**config.mk**
```make
export PLATFORM = sky130hd
export DESIGN_NAME = monitor_verdict_collector
export DESIGN_NICKNAME = d
export VERILOG_FILES = /design/src/rtl/monitor_verdict_collector.sv
export SDC_FILE = /design/constraint.sdc
export NUM_CORES = 2
export LEC_CHECK = 0
export CAP_MARGIN = 20
export CORE_MARGIN = 2
export CORE_UTILIZATION = 50
export DETAILED_ROUTE_END_ITERATION = 16
export PLACE_DENSITY = 0.72
export SYNTH_ARGS = -nofsm -noshare
export SYNTH_HDL_FRONTEND = slang
export SYNTH_SLANG_ARGS = --single-unit
```
**constraint.sdc**
```tcl
create_clock -name clk -period 6.6 [get_ports clk]
set_clock_uncertainty 0.2 [all_clocks]
set_input_delay 0.99 -clock clk [delete_from_list [all_inputs] [get_ports clk]]
set_output_delay 0.99 -clock clk [all_outputs]
set_load 0.005 [all_outputs]
```
**src/rtl/monitor_verdict_collector.sv**
```systemverilog
// Monitor verdict collector: captures strobed result streams into a pending frame, then serialises each
// updated stream as a timestamped {idx,data,ts} record into a show-ahead FIFO. Option: COLLECTOR_CHANGE_FILTER_EN.
module monitor_verdict_collector #(
   parameter int NUM_STREAMS = 12,
   parameter int DATA_W      = 32,
   parameter int TS_W        = 32,
   parameter int FIFO_DEPTH  = 16
) (
   input  logic                          clk,
   input  logic                          rst,
   input  logic                          en,
   input  logic [NUM_STREAMS*DATA_W-1:0] result_i,
   input  logic [NUM_STREAMS-1:0]        upd_i,
   output logic                          rec_valid,
   input  logic                          rec_ready,
   output logic [$clog2(NUM_STREAMS)-1:0] rec_idx,
   output logic signed [DATA_W-1:0]     rec_data,
   output logic [TS_W-1:0]               rec_ts,
   output logic                          overflow,
   output logic [15:0]                   drop_cnt
);
   localparam int IDX_W = $clog2(NUM_STREAMS);
   localparam int PTR_W = $clog2(FIFO_DEPTH);
   localparam int CNT_W = PTR_W + 1;

   typedef enum logic [1:0] {IDLE, LOAD, SCAN} state_t;
   typedef struct packed {
      logic [IDX_W-1:0]  idx;
      logic [DATA_W-1:0] data;
      logic [TS_W-1:0]   ts;
   } rec_t;

   logic [TS_W-1:0]               ts_q;
   logic                          pend_vld_q;
   logic [NUM_STREAMS-1:0]        pend_mask_q;
   logic [NUM_STREAMS*DATA_W-1:0] pend_vals_q;
   logic [TS_W-1:0]               pend_ts_q;
   state_t                        state_q, state_d;
   logic [NUM_STREAMS-1:0]        work_mask_q, work_mask_d;
   logic [NUM_STREAMS*DATA_W-1:0] work_vals_q, work_vals_d;
   logic [TS_W-1:0]               work_ts_q, work_ts_d;
   rec_t                          mem [FIFO_DEPTH];
   logic [PTR_W-1:0]              wr_ptr_q, rd_ptr_q;
   logic [CNT_W-1:0]              cnt_q, cnt_d;
   logic                          overflow_q;
   logic [15:0]                   drop_cnt_q;

   logic             capture, pend_take, push, pop, fifo_full, skip, last_bit;
   logic [IDX_W-1:0] sel_idx;
   logic [DATA_W-1:0] sel_val;
   rec_t             rd_rec;

   assign capture   = en && (|upd_i);
   assign fifo_full = (cnt_q == CNT_W'(FIFO_DEPTH));
   assign pop       = rec_valid && rec_ready;
   assign cnt_d     = cnt_q + CNT_W'(push) - CNT_W'(pop);
   assign last_bit  = ((work_mask_q & (work_mask_q - 1'b1)) == '0);

   // Lowest set bit wins, giving ascending stream order within a frame.
   always_comb begin
      sel_idx = '0;
      for (int k = NUM_STREAMS - 1; k >= 0; k--) begin
         if (work_mask_q[k]) sel_idx = IDX_W'(k);
      end
   end
   assign sel_val = work_vals_q[int'(sel_idx)*DATA_W +: DATA_W];

`ifdef COLLECTOR_CHANGE_FILTER_EN
   logic [DATA_W-1:0]      last_val_q [NUM_STREAMS];
   logic [NUM_STREAMS-1:0] last_vld_q;

   assign skip = (state_q == SCAN) && last_vld_q[sel_idx] && (last_val_q[sel_idx] == sel_val);

   always_ff @(posedge clk) begin
      if (rst) begin
         last_vld_q <= '0;
         for (int k = 0; k < NUM_STREAMS; k++) last_val_q[k] <= '0;
      end else if (push) begin
         last_vld_q[sel_idx] <= 1'b1;
         last_val_q[sel_idx] <= sel_val;
      end
   end
`else
   assign skip = 1'b0;
`endif

   // NOTE: every always_comb output gets a default first so no path leaves it unassigned (no latch).
   always_comb begin
      state_d     = state_q;
      work_mask_d = work_mask_q;
      work_vals_d = work_vals_q;
      work_ts_d   = work_ts_q;
      pend_take   = 1'b0;
      push        = 1'b0;
      if (en) begin
         case (state_q)
            IDLE: begin
               // A pending frame waits while the FIFO is full so it is never lost from the pending slot.
               if (pend_vld_q && !fifo_full) begin
                  pend_take   = 1'b1;
                  work_mask_d = pend_mask_q;
                  work_vals_d = pend_vals_q;
                  work_ts_d   = pend_ts_q;
                  state_d     = LOAD;
               end
            end
            LOAD: state_d = SCAN;
            SCAN: begin
               if (skip || !fifo_full || pop) begin
                  push                 = !skip;
                  work_mask_d[sel_idx] = 1'b0;
                  if (last_bit) begin
                     state_d = IDLE;
                     if (pend_vld_q && (cnt_q + CNT_W'(!skip) - CNT_W'(pop)) != CNT_W'(FIFO_DEPTH)) begin
                        pend_take   = 1'b1;
                        work_mask_d = pend_mask_q;
                        work_vals_d = pend_vals_q;
                        work_ts_d   = pend_ts_q;
                        state_d     = LOAD;
                     end
                  end
               end
            end
            default: state_d = IDLE;
         endcase
      end
   end

   always_ff @(posedge clk) begin
      if (rst) begin
         ts_q        <= '0;
         pend_vld_q  <= 1'b0;
         pend_mask_q <= '0;
         pend_vals_q <= '0;
         pend_ts_q   <= '0;
         state_q     <= IDLE;
         work_mask_q <= '0;
         work_vals_q <= '0;
         work_ts_q   <= '0;
         wr_ptr_q    <= '0;
         rd_ptr_q    <= '0;
         cnt_q       <= '0;
         overflow_q  <= 1'b0;
         drop_cnt_q  <= '0;
      end else begin
         if (en) ts_q <= ts_q + 1'b1;
         if (capture) begin
            if (!pend_vld_q || pend_take) begin
               pend_vld_q  <= 1'b1;
               pend_mask_q <= upd_i;
               pend_vals_q <= result_i;
               pend_ts_q   <= ts_q;
            end else begin
               overflow_q <= 1'b1;
               if (drop_cnt_q != 16'hFFFF) drop_cnt_q <= drop_cnt_q + 16'd1;
            end
         end else if (pend_take) begin
            pend_vld_q <= 1'b0;
         end
         state_q     <= state_d;
         work_mask_q <= work_mask_d;
         work_vals_q <= work_vals_d;
         work_ts_q   <= work_ts_d;
         if (push) wr_ptr_q <= wr_ptr_q + 1'b1;
         if (pop)  rd_ptr_q <= rd_ptr_q + 1'b1;
         cnt_q <= cnt_d;
      end
   end

   // NOTE: storage is not reset; pointers and count define validity, and outputs are masked when empty.
   always_ff @(posedge clk) begin
      if (push) mem[wr_ptr_q] <= '{idx: sel_idx, data: sel_val, ts: work_ts_q};
   end

   assign rd_rec    = mem[rd_ptr_q];
   assign rec_valid = (cnt_q != '0);
   assign rec_idx   = rec_valid ? rd_rec.idx  : '0;
   assign rec_data  = rec_valid ? rd_rec.data : '0;
   assign rec_ts    = rec_valid ? rd_rec.ts   : '0;
   assign overflow  = overflow_q;
   assign drop_cnt  = drop_cnt_q;
endmodule
```
==> results.rst <==
.. list-table::
   :header-rows: 1

   * - Metric
     - Value
   * - Area delta synth->final
     - 17.62%
   * - Total leakage power
     - 29.96 nW
   * - Initial Util
     - 0.5040
   * - Cells resized by post-CTS repair
     - 0
   * - Inst Count DP
     - 8,324
   * - Most frequently used flop master after synthesis
     - sky130_fd_sc_hd__edfxtp_1
   * - Total power
     - 29.54 mW
   * - Iteration-0 DRC Markers
     - 6,146
   * - Clock latency on the worst-skew pair
     - 0.85 ns
   * - Critical-path maximum fanout
     - 41
   * - Total die area
     - 156,500 µm²
   * - Area contributors post-synth
     - sky130_fd_sc_hd__edfxtp_1 (43%), sky130_fd_sc_hd__dfxtp_1 (24%), sky130_fd_sc_hd__mux4_2 (10%)
   * - Fraction of final layout cells sized beyond drive strength 1
     - 0.1232
   * - Clock sink total
     - 2,013
   * - CTS H-tree lvls
     - 4
   * - Rel. slew slack
     - 0.2219
   * - Number of iterations in the first detailed-routing pass
     - 6
   * - Area fraction of the dominant cell type after synthesis
     - 0.4262
   * - All-layer global routing usage
     - 0.2733
   * - Die width
     - 395.6 µm
   * - Footprint of the multi-input gates
     - 23,840 µm²
   * - WL met1
     - 83,290 µm
   * - Number of cell rows
     - 143
   * - Clock tree from TritonCTS
     - built
   * - Sequential fraction of the synthesis area
     - 0.6678
   * - Data required time of the worst path
     - 5.41 ns
   * - Synth unique cells
     - 63
   * - Sum of overflow across all layers after global routing
     - 0
   * - Remaining antenna violation count after routing
     - 0
   * - Register bit count reported by yosys
     - 2,013
   * - Placer Congestion
     - 0.9044
   * - Post-synth ARST share
     - 0
   * - Number of max-slew violations in the final report
     - 0
   * - Standard cell area after detailed placement
     - 83,710 µm²
   * - Synth Warn #
     - 0
   * - Area of the core
     - 152,100 µm²
   * - WP data arrival
     - 4.09 ns
   * - Layout Cell Area excl Fill
     - 90,170 µm²
   * - Number of nets in the synthesized netlist
     - 6,567
   * - Number of primary I/O pins
     - 486
   * - FMAX
     - 0.1895 GHz
   * - Type of origin of the critical path
     - flip-flop
   * - Min-Delay Path Class
     - reg -> reg
   * - Footprint of the flip-flops and latches
     - 51,200 µm²
   * - Total CTS buffers
     - 197
   * - Met2 WL
     - 103,500 µm
   * - Period minus WS final
     - 5.276 ns
   * - Measured slew at the worst slew-check pin
     - 1.167 ns
   * - Average instance area after synthesis
     - 12.47 µm²
   * - Post-Place Setup Slack
     - 1.279 ns
   * - Maximum number of pins on one net before global-route repair
     - 219
   * - Depth of the worst hold-timing path
     - 2
   * - Synthesized area
     - 76,660 µm²
   * - Final instance count without filler cells
     - 8,712
   * - Fill cell total of the finished layout
     - 11,842
   * - Max_cap viols
     - 0
   * - Hold-fix buffers, CTS
     - 0
   * - Number of enable-type register cells in the synthesized netlist
     - 1,088
   * - Areal power density over the cells
     - 327.6 nW/µm²
   * - Startpoint of the most critical hold path
     - pend_ts_q[2]
   * - Number of global-route vias before repair
     - 49,239
   * - Met3 Routed Length
     - 19,540 µm
   * - Via total after detailed routing
     - 51,126
   * - Setup violations, final
     - 0
   * - Worst voltage drop across the vdd grid
     - 0.2853 mV
   * - Buffers inserted by post-CTS timing repair
     - 0
   * - End point of the worst hold path
     - work_ts_q[2]
   * - Routed vias/inst
     - 5.868
   * - RSZ-0062 raised after global routing
     - no
   * - Worst R2R Setup Slack
     - 1.88 ns
   * - Root buffer selected by CTS
     - sky130_fd_sc_hd__clkbuf_16
   * - Most area-hungry cell type in the Yosys netlist
     - sky130_fd_sc_hd__edfxtp_1
   * - Maximum clock insertion buffer count
     - 3
   * - Highest signal layer in the routed design
     - met5
   * - Routed WL per cell
     - 24.94 µm
   * - Top-count cell post-synth
     - sky130_fd_sc_hd__nand2_1
   * - Share of the cycle needed by the critical path after routing
     - 0.7995
   * - Post-detailed-placement half-perimeter wirelength
     - 131,900 µm
   * - Top cells by count, synth
     - sky130_fd_sc_hd__nand2_1 (1,805), sky130_fd_sc_hd__edfxtp_1 (1,088), sky130_fd_sc_hd__dfxtp_1 (925)
   * - Total number of nets in the final design
     - 6,914
   * - Port Buffers
     - 485
   * - Remaining DRCs
     - 0
   * - Clk pin slew, worst setup/hold paths
     - 0.06 ns
   * - Worst setup EP type
     - output port
   * - Status
     - finished, final reports clean
   * - Setup slack after layout
     - 1.324 ns
   * - Hold violation total from the final report
     - 0
   * - Sum of negative setup slack
     - 0 ns
   * - WL final
     - 217,300 µm
   * - Cells after synthesis
     - 6,148
   * - Minimum hold slack
     - 0.2401 ns
   * - Beginning of the worst register-to-register path
     - cnt_q[2]
   * - First-pass GRT wire length
     - 318,300 µm
   * - Initial antenna violation count
     - 21
   * - Height of the die
     - 395.6 µm
   * - Reg2reg path depth
     - 15
   * - Worst Path Class, Setup
     - reg -> out
   * - Post-layout util
     - 0.5929
   * - Terminus of the critical flop-to-flop path
     - pend_vals_q[44]
==> sequential cells by signal (all words and copies together), names as in the netlist, named ones only <==
name	cells
work_mask_q	12
pend_ts_q	32
ts_q	32
pend_vld_q	1
pend_mask_q	12
cnt_q	5
overflow	1
rd_ptr_q	4
wr_ptr_q	4
drop_cnt	16
mem	1088
work_ts_q	32
pend_vals_q	384
work_vals_q	384
state_q	2
==> placed cells by master, fill, tap and decap left out, drive strengths merged, types with 17 or more instances in the layout <==
cell,Yosys,routed
nand2,1805,1805
edfxtp,1088,1088
dfxtp,925,925
a21oi,917,917
clkdlybuf4s50,0,484
mux4,340,340
clkbuf,277,273
buf,157,98
nor2,87,87
clkinv,0,78
and2,70,70
o221ai,63,63
mux2i,40,40
nand3,39,39
mux2,35,35
xor2,32,32
inv,21,31
o21ai,22,22
or3,21,21
a31oi,19,19
ha,18,18
nand4,17,17
==> report_power, final <==
part | leakage [nW] | internal [mW] | switching, mW
Clock | 3.13 | 6.17 | 4.84
Sequential | 18.2 | 13.5 | 0.275
Combinational | 8.63 | 2.24 | 2.47
==> layer usage <==
| layer | vias to the layer above | track usage |
|---|---|---|
| met3 | 457 | 0.04655 |
| met4 | 12 | 0.1295 |
| li1 | 22782 | - |
| met5 | - | 0 |
| met1 | 25415 | 0.3678 |
| met2 | 2460 | 0.4340 |
==> worst max-delay path: stages, from the launching register on <==
cell	delay [ns]
sky130_fd_sc_hd__dfxtp_4	0.98
sky130_fd_sc_hd__buf_4	0.45
sky130_fd_sc_hd__mux4_2	0.54
sky130_fd_sc_hd__mux4_2	0.59
sky130_fd_sc_hd__and2_1	0.21
sky130_fd_sc_hd__clkdlybuf4s50_1	0.44
==> area by class of cell <==
type / instances / share of cell area
sequential: 2013 / 0.5679
multi-input combinational: 3680 / 0.2644
timing repair buffer: 582 / 0.06738
clock buffer: 273 / 0.06089
tap: 2030 / 0.02817
clock inverter: 103 / 0.01012
inverter: 21 / 0.0008742
antenna: 10 / 0.0002775
==> kinds of logic (layout without fill, tap and decap cells) <==
family,count (synthesis),count (layout),synth area share
AO/OA/AOI/OAI,1101,1101,0.07947
buffers and inverters,455,979,0.02445
AND/OR/NAND/NOR,2099,2099,0.1096
flip-flops,2013,2013,0.6678
multiplexers,415,415,0.1103
adder cells (fa/ha/maj),19,19,0.003199
other,0,10,0
XOR/XNOR,46,46,0.005256
==> worst max-delay path by stage <==
stage                                   to  slack [ns]  cells after the start
after floorplan                  mem[7][0]        1.21                      4
after global placement    pend_vals_q[149]        1.44                      9
after detailed placement  pend_vals_q[178]        1.28                      9
after CTS                       rec_idx[0]        1.20                      5
after global routing            rec_idx[0]        1.12                      5
final                          rec_data[2]        1.32                      5
Note: power is estimated with default switching activity, not from simulation.
